## src/rtl/muldiv_pkg.sv

```systemverilog
// Shared op codes, FSM state type and sizing helpers for the mult/div sequencer.
package muldiv_pkg;

    localparam int unsigned MD_WIDTH = 32;

    localparam logic [1:0] MD_MULT  = 2'b00;
    localparam logic [1:0] MD_MULTU = 2'b01;
    localparam logic [1:0] MD_DIV   = 2'b10;
    localparam logic [1:0] MD_DIVU  = 2'b11;

    typedef enum logic [1:0] {
        IDLE = 2'd0,
        MUL  = 2'd1,
        DIV  = 2'd2,
        FIX  = 2'd3
    } md_state_t;

    // Iteration counter width for a given operand width (at least one bit).
    function automatic int unsigned md_cnt_width(input int unsigned w);
        return (w > 1) ? $clog2(w) : 1;
    endfunction

    localparam int unsigned MD_CNT_W = md_cnt_width(MD_WIDTH);

    // Even op codes (mult/div) treat operands as two's complement.
    function automatic logic md_is_signed(input logic [1:0] op);
        return ~op[0];
    endfunction

    function automatic logic md_is_div(input logic [1:0] op);
        return op[1];
    endfunction

endpackage

```

## src/rtl/muldiv_sequencer_if.sv

```systemverilog
// Request/response bundle between the datapath control and the mult/div sequencer.
interface muldiv_sequencer_if #(
    parameter int unsigned WIDTH = 32
);
    logic             start;
    logic [1:0]       op;
    logic [WIDTH-1:0] a;
    logic [WIDTH-1:0] b;
    logic             hi_we;
    logic             lo_we;
    logic [WIDTH-1:0] wdata;
    logic             busy;
    logic             done;
    logic             div_zero;
    logic [WIDTH-1:0] hi;
    logic [WIDTH-1:0] lo;

    modport master (
        output start, op, a, b, hi_we, lo_we, wdata,
        input  busy, done, div_zero, hi, lo
    );

    modport slave (
        input  start, op, a, b, hi_we, lo_we, wdata,
        output busy, done, div_zero, hi, lo
    );
endinterface

```

## src/rtl/muldiv_signfix.sv

```systemverilog
// Conditional two's-complement negate; used for operand magnitudes and result sign fix.
module muldiv_signfix #(
    parameter int unsigned N = 32
) (
    input  logic         neg,
    input  logic [N-1:0] din,
    output logic [N-1:0] dout
);

    // Negate when requested, otherwise pass through.
    always_comb begin
        dout = neg ? ({N{1'b0}} - din) : din;
    end

endmodule

```

## src/rtl/muldiv_sequencer.sv

```systemverilog
// Multicycle radix-2 mult/multu/div/divu sequencer owning the HI/LO registers.
module muldiv_sequencer
    import muldiv_pkg::*;
#(
    parameter int unsigned WIDTH = MD_WIDTH
) (
    input  logic              Clk,
    input  logic              reset,
    muldiv_sequencer_if.slave bus
);

    localparam int unsigned    CNT_W    = md_cnt_width(WIDTH);
    localparam logic [CNT_W-1:0] CNT_LAST = CNT_W'(WIDTH - 1);
    localparam logic [CNT_W-1:0] CNT_ONE  = CNT_W'(1);

    md_state_t        state;
    logic [CNT_W-1:0] cnt;

    // acc_hi: running product high half / partial remainder.
    // acc_lo: multiplier shifting out / dividend shifting out, quotient shifting in.
    // opnd:   multiplicand / divisor magnitude.
    logic [WIDTH-1:0] acc_hi;
    logic [WIDTH-1:0] acc_lo;
    logic [WIDTH-1:0] opnd;
    logic             op_div;
    logic             neg_main;
    logic             neg_rem;
    logic             dz_pend;

    logic             busy_r;
    logic             done_r;
    logic             dz_r;
    logic [WIDTH-1:0] hi_r;
    logic [WIDTH-1:0] lo_r;

    logic             start_signed;
    logic             start_div;
    logic             a_neg;
    logic             b_neg;
    logic [WIDTH-1:0] mag_a;
    logic [WIDTH-1:0] mag_b;

    logic [WIDTH:0]   mul_sum;
    logic [WIDTH:0]   div_shift;
    logic [WIDTH:0]   div_diff;
    logic             div_ok;

    logic [2*WIDTH-1:0] prod_fixed;
    logic [WIDTH-1:0]   quot_fixed;
    logic [WIDTH-1:0]   rem_fixed;

    // Operand classification at the request boundary.
    always_comb begin
        start_signed = md_is_signed(bus.op);
        start_div    = md_is_div(bus.op);
        a_neg        = start_signed & bus.a[WIDTH-1];
        b_neg        = start_signed & bus.b[WIDTH-1];
    end

    muldiv_signfix #(.N(WIDTH)) u_abs_a (
        .neg  (a_neg),
        .din  (bus.a),
        .dout (mag_a)
    );

    muldiv_signfix #(.N(WIDTH)) u_abs_b (
        .neg  (b_neg),
        .din  (bus.b),
        .dout (mag_b)
    );

    // One shift-add multiply step and one restoring divide step.
    always_comb begin
        mul_sum   = acc_lo[0] ? ({1'b0, acc_hi} + {1'b0, opnd}) : {1'b0, acc_hi};
        div_shift = {acc_hi, acc_lo[WIDTH-1]};
        div_diff  = div_shift - {1'b0, opnd};
        div_ok    = ~div_diff[WIDTH];
    end

    muldiv_signfix #(.N(2*WIDTH)) u_fix_prod (
        .neg  (neg_main),
        .din  ({acc_hi, acc_lo}),
        .dout (prod_fixed)
    );

    muldiv_signfix #(.N(WIDTH)) u_fix_quot (
        .neg  (neg_main),
        .din  (acc_lo),
        .dout (quot_fixed)
    );

    muldiv_signfix #(.N(WIDTH)) u_fix_rem (
        .neg  (neg_rem),
        .din  (acc_hi),
        .dout (rem_fixed)
    );

    // Sequencer FSM, iteration datapath and HI/LO ownership.
    always_ff @(posedge Clk) begin
        if (!reset) begin
            state    <= IDLE;
            cnt      <= '0;
            acc_hi   <= '0;
            acc_lo   <= '0;
            opnd     <= '0;
            op_div   <= 1'b0;
            neg_main <= 1'b0;
            neg_rem  <= 1'b0;
            dz_pend  <= 1'b0;
            busy_r   <= 1'b0;
            done_r   <= 1'b0;
            dz_r     <= 1'b0;
            hi_r     <= '0;
            lo_r     <= '0;
        end else begin
            done_r <= 1'b0;
            case (state)
                IDLE: begin
                    if (bus.start) begin
                        cnt    <= CNT_LAST;
                        dz_r   <= 1'b0;
                        busy_r <= 1'b1;
                        op_div <= start_div;
                        if (start_div && (bus.b == '0)) begin
                            // Divide by zero: preload the final HI/LO values as an
                            // unsigned remainder/quotient so FIX writes them unchanged.
                            acc_hi   <= bus.a;
                            acc_lo   <= '1;
                            opnd     <= '0;
                            neg_main <= 1'b0;
                            neg_rem  <= 1'b0;
                            dz_pend  <= 1'b1;
                            state    <= FIX;
                        end else begin
                            acc_hi   <= '0;
                            neg_main <= a_neg ^ b_neg;
                            neg_rem  <= a_neg;
                            dz_pend  <= 1'b0;
                            if (start_div) begin
                                acc_lo <= mag_a;
                                opnd   <= mag_b;
                                state  <= DIV;
                            end else begin
                                acc_lo <= mag_b;
                                opnd   <= mag_a;
                                state  <= MUL;
                            end
                        end
                    end else begin
                        if (bus.hi_we) begin
                            hi_r <= bus.wdata;
                        end
                        if (bus.lo_we) begin
                            lo_r <= bus.wdata;
                        end
                    end
                end
                MUL: begin
                    {acc_hi, acc_lo} <= {mul_sum, acc_lo[WIDTH-1:1]};
                    if (cnt == '0) begin
                        state <= FIX;
                    end else begin
                        cnt <= cnt - CNT_ONE;
                    end
                end
                DIV: begin
                    acc_hi <= div_ok ? div_diff[WIDTH-1:0] : div_shift[WIDTH-1:0];
                    acc_lo <= {acc_lo[WIDTH-2:0], div_ok};
                    if (cnt == '0) begin
                        state <= FIX;
                    end else begin
                        cnt <= cnt - CNT_ONE;
                    end
                end
                FIX: begin
                    if (op_div) begin
                        hi_r <= rem_fixed;
                        lo_r <= quot_fixed;
                    end else begin
                        hi_r <= prod_fixed[2*WIDTH-1:WIDTH];
                        lo_r <= prod_fixed[WIDTH-1:0];
                    end
                    dz_r   <= dz_pend;
                    done_r <= 1'b1;
                    busy_r <= 1'b0;
                    state  <= IDLE;
                end
                default: begin
                    state <= IDLE;
                end
            endcase
        end
    end

    // Registered outputs onto the bundle.
    always_comb begin
        bus.busy     = busy_r;
        bus.done     = done_r;
        bus.div_zero = dz_r;
        bus.hi       = hi_r;
        bus.lo       = lo_r;
    end

endmodule

```

## src/flat_wrapper.sv

```systemverilog
// flat-port wrapper written by rule: the top's interface ports become plain ports
module muldiv_sequencer_flat import muldiv_pkg::*;
#(
    parameter int unsigned WIDTH = MD_WIDTH
)
  (Clk, reset, bus_start, bus_op, bus_a, bus_b, bus_hi_we, bus_lo_we, bus_wdata, bus_busy, bus_done, bus_div_zero, bus_hi, bus_lo);
  muldiv_sequencer_if #(.WIDTH(WIDTH)) bus_i ();
  input  logic Clk;
  input  logic reset;
  input wire logic [$bits(bus_i.start)-1:0] bus_start;
  input wire logic [$bits(bus_i.op)-1:0] bus_op;
  input wire logic [$bits(bus_i.a)-1:0] bus_a;
  input wire logic [$bits(bus_i.b)-1:0] bus_b;
  input wire logic [$bits(bus_i.hi_we)-1:0] bus_hi_we;
  input wire logic [$bits(bus_i.lo_we)-1:0] bus_lo_we;
  input wire logic [$bits(bus_i.wdata)-1:0] bus_wdata;
  output wire logic [$bits(bus_i.busy)-1:0] bus_busy;
  output wire logic [$bits(bus_i.done)-1:0] bus_done;
  output wire logic [$bits(bus_i.div_zero)-1:0] bus_div_zero;
  output wire logic [$bits(bus_i.hi)-1:0] bus_hi;
  output wire logic [$bits(bus_i.lo)-1:0] bus_lo;
  assign bus_i.start = bus_start;
  assign bus_i.op = bus_op;
  assign bus_i.a = bus_a;
  assign bus_i.b = bus_b;
  assign bus_i.hi_we = bus_hi_we;
  assign bus_i.lo_we = bus_lo_we;
  assign bus_i.wdata = bus_wdata;
  assign bus_busy = bus_i.busy;
  assign bus_done = bus_i.done;
  assign bus_div_zero = bus_i.div_zero;
  assign bus_hi = bus_i.hi;
  assign bus_lo = bus_i.lo;
  muldiv_sequencer #(.WIDTH(WIDTH)) u_core (.Clk(Clk), .reset(reset), .bus(bus_i));
endmodule
```

## config.mk

```make
export PLATFORM = sky130hd
export DESIGN_NAME = muldiv_sequencer_flat
export DESIGN_NICKNAME = d
export VERILOG_FILES = /design/src/rtl/muldiv_pkg.sv /design/src/rtl/muldiv_sequencer_if.sv /design/src/rtl/muldiv_signfix.sv /design/src/rtl/muldiv_sequencer.sv /design/src/flat_wrapper.sv
export SDC_FILE = /design/constraint.sdc
export NUM_CORES = 1
export LEC_CHECK = 0
export ABC_AREA = 1
export BUFFER_PORTS_ARGS = -buffer_cell sky130_fd_sc_hd__clkbuf_2
export CAP_MARGIN = 10
export CELL_PAD_IN_SITES_DETAIL_PLACEMENT = 0
export CELL_PAD_IN_SITES_GLOBAL_PLACEMENT = 2
export CORE_UTILIZATION = 28
export CTS_BUF_LIST = sky130_fd_sc_hd__clkbuf_16
export CTS_CLUSTER_SIZE = 30
export DETAILED_ROUTE_END_ITERATION = 8
export GPL_ROUTABILITY_DRIVEN = 0
export PLACE_DENSITY_LB_ADDON = 0.12
export SETUP_SLACK_MARGIN = 0.5
export SLEW_MARGIN = 0
export SYNTH_ARGS = -nofsm -noshare
export SYNTH_HDL_FRONTEND = slang
export SYNTH_SLANG_ARGS = --single-unit
```

## constraint.sdc

```tcl
create_clock -name Clk -period 2.55 [get_ports Clk]
set_input_delay 0.3825 -clock Clk [delete_from_list [all_inputs] [get_ports Clk]]
set_output_delay 0.3825 -clock Clk [all_outputs]
set_load 0.03 [all_outputs]
```

==> metrics.yaml, run 1 <==
grt:
  grt_overflow: 0
  grt_pass1_vias: 22590
  antenna_found_initial: 0
  grt_usage_pct: 30.01
  grt_start_max_net_pins: 70
  grt_pass1_wl_mm: 148.8
sta:
  hold_viol: 0
  post-route-period-util_pct: 97.38
  rsz0062_at_grt: "yes"
  min_period_ns: 2.483
  setup_tns_ns: 0
  fmax_mhz: 402.7
  setup_violations: 0
  holdWs_ns: 0.2062
  drv_slew: 0
  worst_pin_slew_ns: 0.8018
  slew_headroom_pct: 46.54
  skew_ns: 0.02243
pwr:
  p_sw_share_pct: 56.53
  max-vdd-ir-drop_uv: 835.5
  leakagePower_nw: 12.36
  p_seq_share_pct: 12.2
  power.share.combinational_pct: 80.8
  fin_total_pwr_mw: 39.44
  power.switching_mw: 22.29
  p_int_mw: 17.14
  pwr_density_cell_nw_per_um2: 1527
  power_frac_clock_pct: 7.0
worst_setup_path:
  cp_slowest_cell: "dfxtp_4"
  cpMostUsedCell: "nand2_4"
  critPathCaptureType: "flip-flop"
  max_stage_delay_ns: 0.43
  worstPathRequired_ns: 2.98
  path_cells: "clkinvlp_4 > ha_4 > nand2_2 > nor2_2 > nand2_2 > nor2_4 > nand2_4 > nand2_4 > nand2_4 > nand2_8 > nand2_4 > buf_6 > nand2_1 > nand2_2 > nand2_1 > nand2_1 > a21oi_2"
  critPathLaunchType: "flip-flop"
  worstPathMaxFanout: 5
  path_class: "flip-flop to flip-flop"
  arrival_ns: 2.92
drt:
  drt_first_pass_iters: 8
  routed_wl_mm: 104.3
  first_iter_violations: 2229
  drc_errors: 0
  final_antenna_net_count: 0
  vias_per_cell: 5.236
  dr_total_vias: 24410
  avgRoutedWirePerCell_um: 22.38
finish:
  utilization_pct: 39.98
  final_layout_size_suffix_gt1_share_pct: 29.16
  seqCellArea_um2: 3607
  diodes: 0
  layout.nets: 3976
  syn2layout_area_growth_pct: 40.57
  final_common_cell: "nand2_1"
  fillers: 7160
  multi_input_area_um2: 14600
  final_cell_mix: "nand2_1 (904), inv_1 (393), buf_4 (350), a21oi_1 (329), nand3_1 (239)"
yosys:
  synth_edf_count: 0
  async_flop_share_pct: 0
  syn-cell-area_um2: 18370
  ys_seq_area_share_pct: 18.97
  synth_flop_cell: "dfxtp_1"
  synth-seq-cells: 174
  yosys_warnings: 0
  syn_nets: 3523
  syn_inst: 3342
  postSynthAreaPerCell_um2: 5.496
  synthDistinctLibCells: 50
floorplan:
  die_h_um: 258.1
  placementRows: 93
  initial_core_util_pct: 28.44
  dieArea_um2: 66620
  die_x_um: 258.1
  core-area_um2: 64580
  num_io_pins: 170
clock_network:
  cts-root-buf: "clkbuf_16"
  cts_buffers: 17
  cts_tree: "yes"
  cts.sinks: 174
  holdBufCountCts: 0
  cts.clk_slew.worst_paths_ns: 0.09
  ctsLongestPathBuffers: 2
  clock_latency_ns: 0.50
  cts_max_level: 4
min_path:
  hold_class: "input pin to flip-flop"
placed_design:
  detailedPlacementHpwl_mm: 84.75
  io_buffers: 169
run_status:
  status: "finished, final reports clean"
run:
  maxCapViolCount: 0
-- power groups by stage --
| stage | clock network [mW] | registers [mW] | logic, mW |
|---|---|---|---|
| floorplan | 0 | 4.83 | 14.4 |
| global placement | 0 | 4.52 | 25.5 |
| detailed placement | 0 | 4.53 | 25.4 |
| CTS | 2.82 | 4.60 | 27.9 |
| global route | 2.91 | 4.86 | 34.3 |
| finish | 2.78 | 4.79 | 31.9 |
-- routing by layer --
metal	GRT usage (%)	vias to the layer above	wire, um
met5	0	-	0
met4	9.385	0	3558
met3	3.543	138	6413
met2	47.15	893	46060
met1	42.44	11570	48300
li1	-	11810	-
-- worst paths after layout --
path	cells past startpoint	from	to	slack [ns]
setup / recovery	17	u_core.opnd[24]	u_core.acc_hi[31]	0.07
hold / removal	3	bus_wdata[31]	u_core.bus.lo[31]	0.21
setup reg to reg	17	u_core.opnd[24]	u_core.acc_hi[31]	0.07
hold reg to reg	1	u_core.cnt[0]	u_core.cnt[0]	0.47
-- critical path: cells and delay by family (launching register included) --
| kind | cells | cell delay, ns |
|---|---|---|
| AOI/OAI and AO/OA | 1 | 0.11 |
| adders and majority gates | 1 | 0.34 |
| buffers and inverters | 2 | 0.34 |
| DFF | 1 | 0.43 |
| and+or+nand+nor | 13 | 1.20 |
-- logic make-up (layout without fill, tap and decap cells) --
kind of cell / after synthesis / count (layout) / synth area share (%)
adders and majority gates: 78 / 78 / 5.395
AOI/OAI and AO/OA: 688 / 690 / 20.19
DFF: 174 / 174 / 18.97
xor gates and xnor gates: 68 / 68 / 3.243
buffers and inverters: 592 / 1055 / 12.39
and+or+nand+nor: 1742 / 1742 / 39.81
-- cell type report --
| type | count | share of cell area (%) |
|---|---|---|
| Tap cell | 855 | 4.143 |
| Inverter | 458 | 6.901 |
| Multi-Input combinational cell | 2578 | 56.56 |
| Sequential cell | 174 | 13.97 |
| Clock buffer | 17 | 1.648 |
| Timing Repair Buffer | 566 | 16.21 |
| Clock inverter | 14 | 0.5622 |
-- what timing repair did --
| action | in CTS | in global routing |
|---|---|---|
| setup endpoints to repair | 145 | 162 |
| buffers inserted | 16 | 40 |
| pin swaps | 39 | 104 |
| cloned | 0 | 8 |
| resized for setup | 216 | 376 |
-- state kept, by name, summed over array words and instances, names as in the netlist, 2 cells and up --
signal,flops
u_core.acc_hi,32
u_core.acc_lo,32
u_core.bus.hi,32
u_core.bus.lo,32
u_core.cnt,5
u_core.opnd,32
u_core.state,2
-- cell usage after synthesis (8+ instances only) --
| cell type | instances | area share (%) |
|---|---|---|
| nand3_1 | 294 | 8.0 |
| a31oi_1 | 26 | 0.89 |
| nor2_1 | 294 | 6.0 |
| xnor2_1 | 24 | 1.1 |
| xor2_1 | 44 | 2.1 |
| nor2_2 | 9 | 0.31 |
| dfxtp_1 | 174 | 19 |
| nor3_1 | 26 | 0.71 |
| inv_1 | 437 | 8.9 |
| inv_2 | 15 | 0.31 |
| clkbuf_1 | 102 | 2.1 |
| nand3b_1 | 12 | 0.49 |
| o221ai_1 | 12 | 0.57 |
| o22ai_1 | 19 | 0.65 |
| o21bai_1 | 9 | 0.37 |
| a21oi_1 | 380 | 10 |
| nand4_1 | 52 | 1.8 |
| a221oi_1 | 11 | 0.52 |
| buf_1 | 8 | 0.16 |
| buf_2 | 19 | 0.52 |
| ha_1 | 76 | 5.2 |
| nand2_2 | 15 | 0.51 |
| o21ai_0 | 186 | 5.1 |
| nand2_1 | 1012 | 21 |
| o211ai_1 | 19 | 0.78 |
| o21ai_1 | 10 | 0.27 |
-- metrics by stage --
step | cells | cell area [um^2] | setup WS (ns)
floorplan | 3342 | 18440 | 0.2493
global placement | 4567 | 22470 | -0.2437
detailed placement | 4567 | 22470 | -0.2516
CTS | 4614 | 24060 | 0.1565
global route | 4662 | 25820 | -0.0006624
finish | 4662 | 25820 | 0.06672
(Power assumes the default switching activity.)
==> inputs of run 2 (changes only) <==
--- a/config.mk
+++ b/config.mk
@@ -9,8 +9,8 @@
 export BUFFER_PORTS_ARGS = -buffer_cell sky130_fd_sc_hd__clkbuf_2
 export CAP_MARGIN = 10
 export CELL_PAD_IN_SITES_DETAIL_PLACEMENT = 0
-export CELL_PAD_IN_SITES_GLOBAL_PLACEMENT = 2
-export CORE_UTILIZATION = 28
+export CELL_PAD_IN_SITES_GLOBAL_PLACEMENT = 1
+export CORE_UTILIZATION = 38
 export CTS_BUF_LIST = sky130_fd_sc_hd__clkbuf_16
 export CTS_CLUSTER_SIZE = 30
 export DETAILED_ROUTE_END_ITERATION = 8
==> metrics.yaml, run 2 (synthesis gave the netlist of run 1 again) <==
drt:
  routed_wl_mm: 96.13  # -7.9%
  drt_first_pass_iters: 7  # -1
  first_iter_violations: 2978  # +34%
  drc_errors: 0  # unchanged
  dr_total_vias: 24940  # +2.2%
  final_antenna_net_count: 0  # unchanged
  vias_per_cell: 5.750  # +9.8%
  avgRoutedWirePerCell_um: 22.16  # -0.96%
floorplan:
  num_io_pins: 170  # unchanged
  initial_core_util_pct: 38.47  # +10 points
  die_x_um: 221.8  # -14%
  dieArea_um2: 49220  # -26%
  placementRows: 80  # -14%
  core-area_um2: 47750  # -26%
  die_h_um: 221.8  # -14%
worst_setup_path:
  arrival_ns: 2.96  # +0.04 ns
  critPathCaptureType: "flip-flop"
  worstPathRequired_ns: 2.97  # about the same
  worstPathMaxFanout: 7  # +2
  path_class: "flip-flop to flip-flop"
  rr_startpoint: "u_core.acc_lo[31]"
  rr_endpoint: "u_core.acc_hi[21]"
  r2r.worst_path.cells: 20  # +3
  critPathLaunchType: "flip-flop"
  r2r_setup_slack_ns: 0.02  # -0.05 ns
finish:
  syn2layout_area_growth_pct: 35.00
  final_layout_size_suffix_gt1_share_pct: 26.79  # -2.4 points
  diodes: 0  # unchanged
  multi_input_area_um2: 14570  # -0.21%
  final_cell_mix: "nand2_1 (914), inv_1 (399), a21oi_1 (333), buf_4 (263), nor2_1 (230)"
  final_common_cell: "nand2_1"
  fillers: 4997  # -30%
  layout.nets: 3890  # -2.2%
  final_cells: 4337  # -7.0%
  seqCellArea_um2: 3560  # -1.3%
  design_area_um2: 24800  # -4.0%
grt:
  grt_start_max_net_pins: 88  # +26%
  antenna_found_initial: 3  # +3
  grt_usage_pct: 37.23  # +7.2 points
  grt_overflow: 0  # unchanged
  grt_pass1_wl_mm: 138.3  # -7.0%
  grt_pass1_vias: 22100  # -2.2%
sta:
  skew_ns: 0.01601  # -0.006420 ns
  drv_slew: 0  # unchanged
  hold_viol: 0  # unchanged
  worst_pin_slew_ns: 0.7422  # -0.05965 ns
  setup_tns_ns: 0  # unchanged
  post-route-period-util_pct: 99.39  # +2.0 points
  rsz0062_at_grt: "yes"
  slew_headroom_pct: 50.30  # +3.8 points
  min_period_ns: 2.534  # +0.05113 ns
  setup_violations: 0  # unchanged
  fmax_mhz: 394.6  # -2.0%
min_path:
  hold_end: "u_core.bus.hi[31]"
  whs_path_depth: 3  # unchanged
  hold_start: "bus_wdata[31]"
  hold_class: "input pin to flip-flop"
placed_design:
  dp_cells: 4222  # -7.6%
  io_buffers: 169  # unchanged
  detailedPlacementHpwl_mm: 75.04  # -11%
  placed_area_um2: 21330  # -5.1%
pwr:
  power.switching_mw: 22.95  # +2.9%
  leakagePower_nw: 12.02  # -2.8%
  max-vdd-ir-drop_uv: 1220  # +46%
  power.share.combinational_pct: 81.3  # +0.5 points
  power_frac_clock_pct: 7.0  # about the same
  pwr_density_cell_nw_per_um2: 1598  # +4.6%
  p_seq_share_pct: 11.7  # -0.5 points
  p_sw_share_pct: 57.91  # +1.4 points
  p_int_mw: 16.68  # -2.7%
  fin_total_pwr_mw: 39.62  # +0.48%
clock_network:
  ctsLongestPathBuffers: 2  # unchanged
  cts_max_level: 4  # unchanged
  cts_buffers: 17  # unchanged
  cts-root-buf: "clkbuf_16"
  cts.sinks: 174  # unchanged
  cts_tree: "yes"
  cts.clk_slew.worst_paths_ns: 0.08  # about the same
  clock_latency_ns: 0.50  # about the same
run_status:
  status: "finished, final reports clean"
run:
  maxCapViolCount: 0  # unchanged
## run 2: changes by cell type in the layout (fill, tap and decap cells not counted), sizes merged, moves of 2 or more
cell / previous run / this run
clkbuf: 190 / 187
nand2: 1029 / 1032
clkinv: 8 / 12
a21oi: 385 / 383
buf: 393 / 309
clkinvlp: 13 / 9
## run 2: timing repair
item,4_1_cts,5_1_grt
pin swaps,58,148
resized for setup,204,383
setup endpoints to repair,77,137
hold buffers,0,0
gates cloned,5,2
setup buffers,31,45
## run 2: layout make-up
cell class / instances / share of cell area [%]
clock buffers: 17 / 1.716
clock inverters: 15 / 0.6661
inverters: 458 / 7.140
multi-input cells: 2579 / 58.77
flip-flops and latches: 174 / 14.36
well taps: 615 / 3.103
repair buffers: 479 / 14.25
## run 2: worst max path at each step
| stage | start | endpoint | slack (ns) | cells past startpoint |
|---|---|---|---|---|
| detailed placement | u_core.acc_hi[1] | u_core.acc_hi[19] | -0.13 | 14 |
| CTS | u_core.acc_lo[31] | u_core.acc_hi[15] | 0.12 | 21 |
| global placement | u_core.opnd[0] | u_core.acc_hi[15] | -0.11 | 17 |
| global route | u_core.opnd[1] | u_core.acc_hi[31] | -0.11 | 16 |
| floorplan | u_core.acc_lo[31] | u_core.acc_hi[8] | 0.25 | 21 |
| finish | u_core.acc_lo[31] | u_core.acc_hi[21] | 0.02 | 20 |
## run 2: layer usage
layer | wire length, um | track usage [%]
met5 | 41 | 0
met1 | 40210 | 51.39
met2 | 39580 | 53.96
met4 | 4981 | 17.11
met3 | 11310 | 9.316
## run 2: stage by stage
step / util [%] / hold WS [ns] / worst slack, ns
2_1_floorplan: - / 0.4223 / 0.2493
3_3_place_gp: 44.68 / 0.4409 / -0.1067
5_1_grt: 51.93 / 0.1741 / -0.1078
3_5_place_dp: 44.68 / 0.4438 / -0.1280
4_1_cts: 48.19 / 0.1449 / 0.1222
6_report: 51.93 / 0.1776 / 0.01559
## run 2: critical path, cell delays in order (launching register included)
cell	delay, ns
dfxtp_2	0.37
inv_4	0.05
ha_4	0.16
fa_2	0.40
inv_2	0.08
nand3_2	0.08
nand2_4	0.08
nand2_2	0.05
nand2_2	0.07
nand2_2	0.07
nand2_4	0.07
nand2_4	0.08
buf_6	0.13
nand3_4	0.05
buf_12	0.17
nand2_8	0.10
nand2_1	0.11
nand3_2	0.08
nand2_1	0.08
nand2_1	0.05
a21oi_1	0.12
## run 2: power by group through the flow
stage | clock network (mW) | logic, mW | registers (mW)
CTS | 2.82 | 27.0 | 4.51
floorplan | 0 | 14.4 | 4.83
global route | 2.90 | 34.2 | 4.69
finish | 2.78 | 32.2 | 4.63
detailed placement | 0 | 23.6 | 4.48
global placement | 0 | 23.6 | 4.46
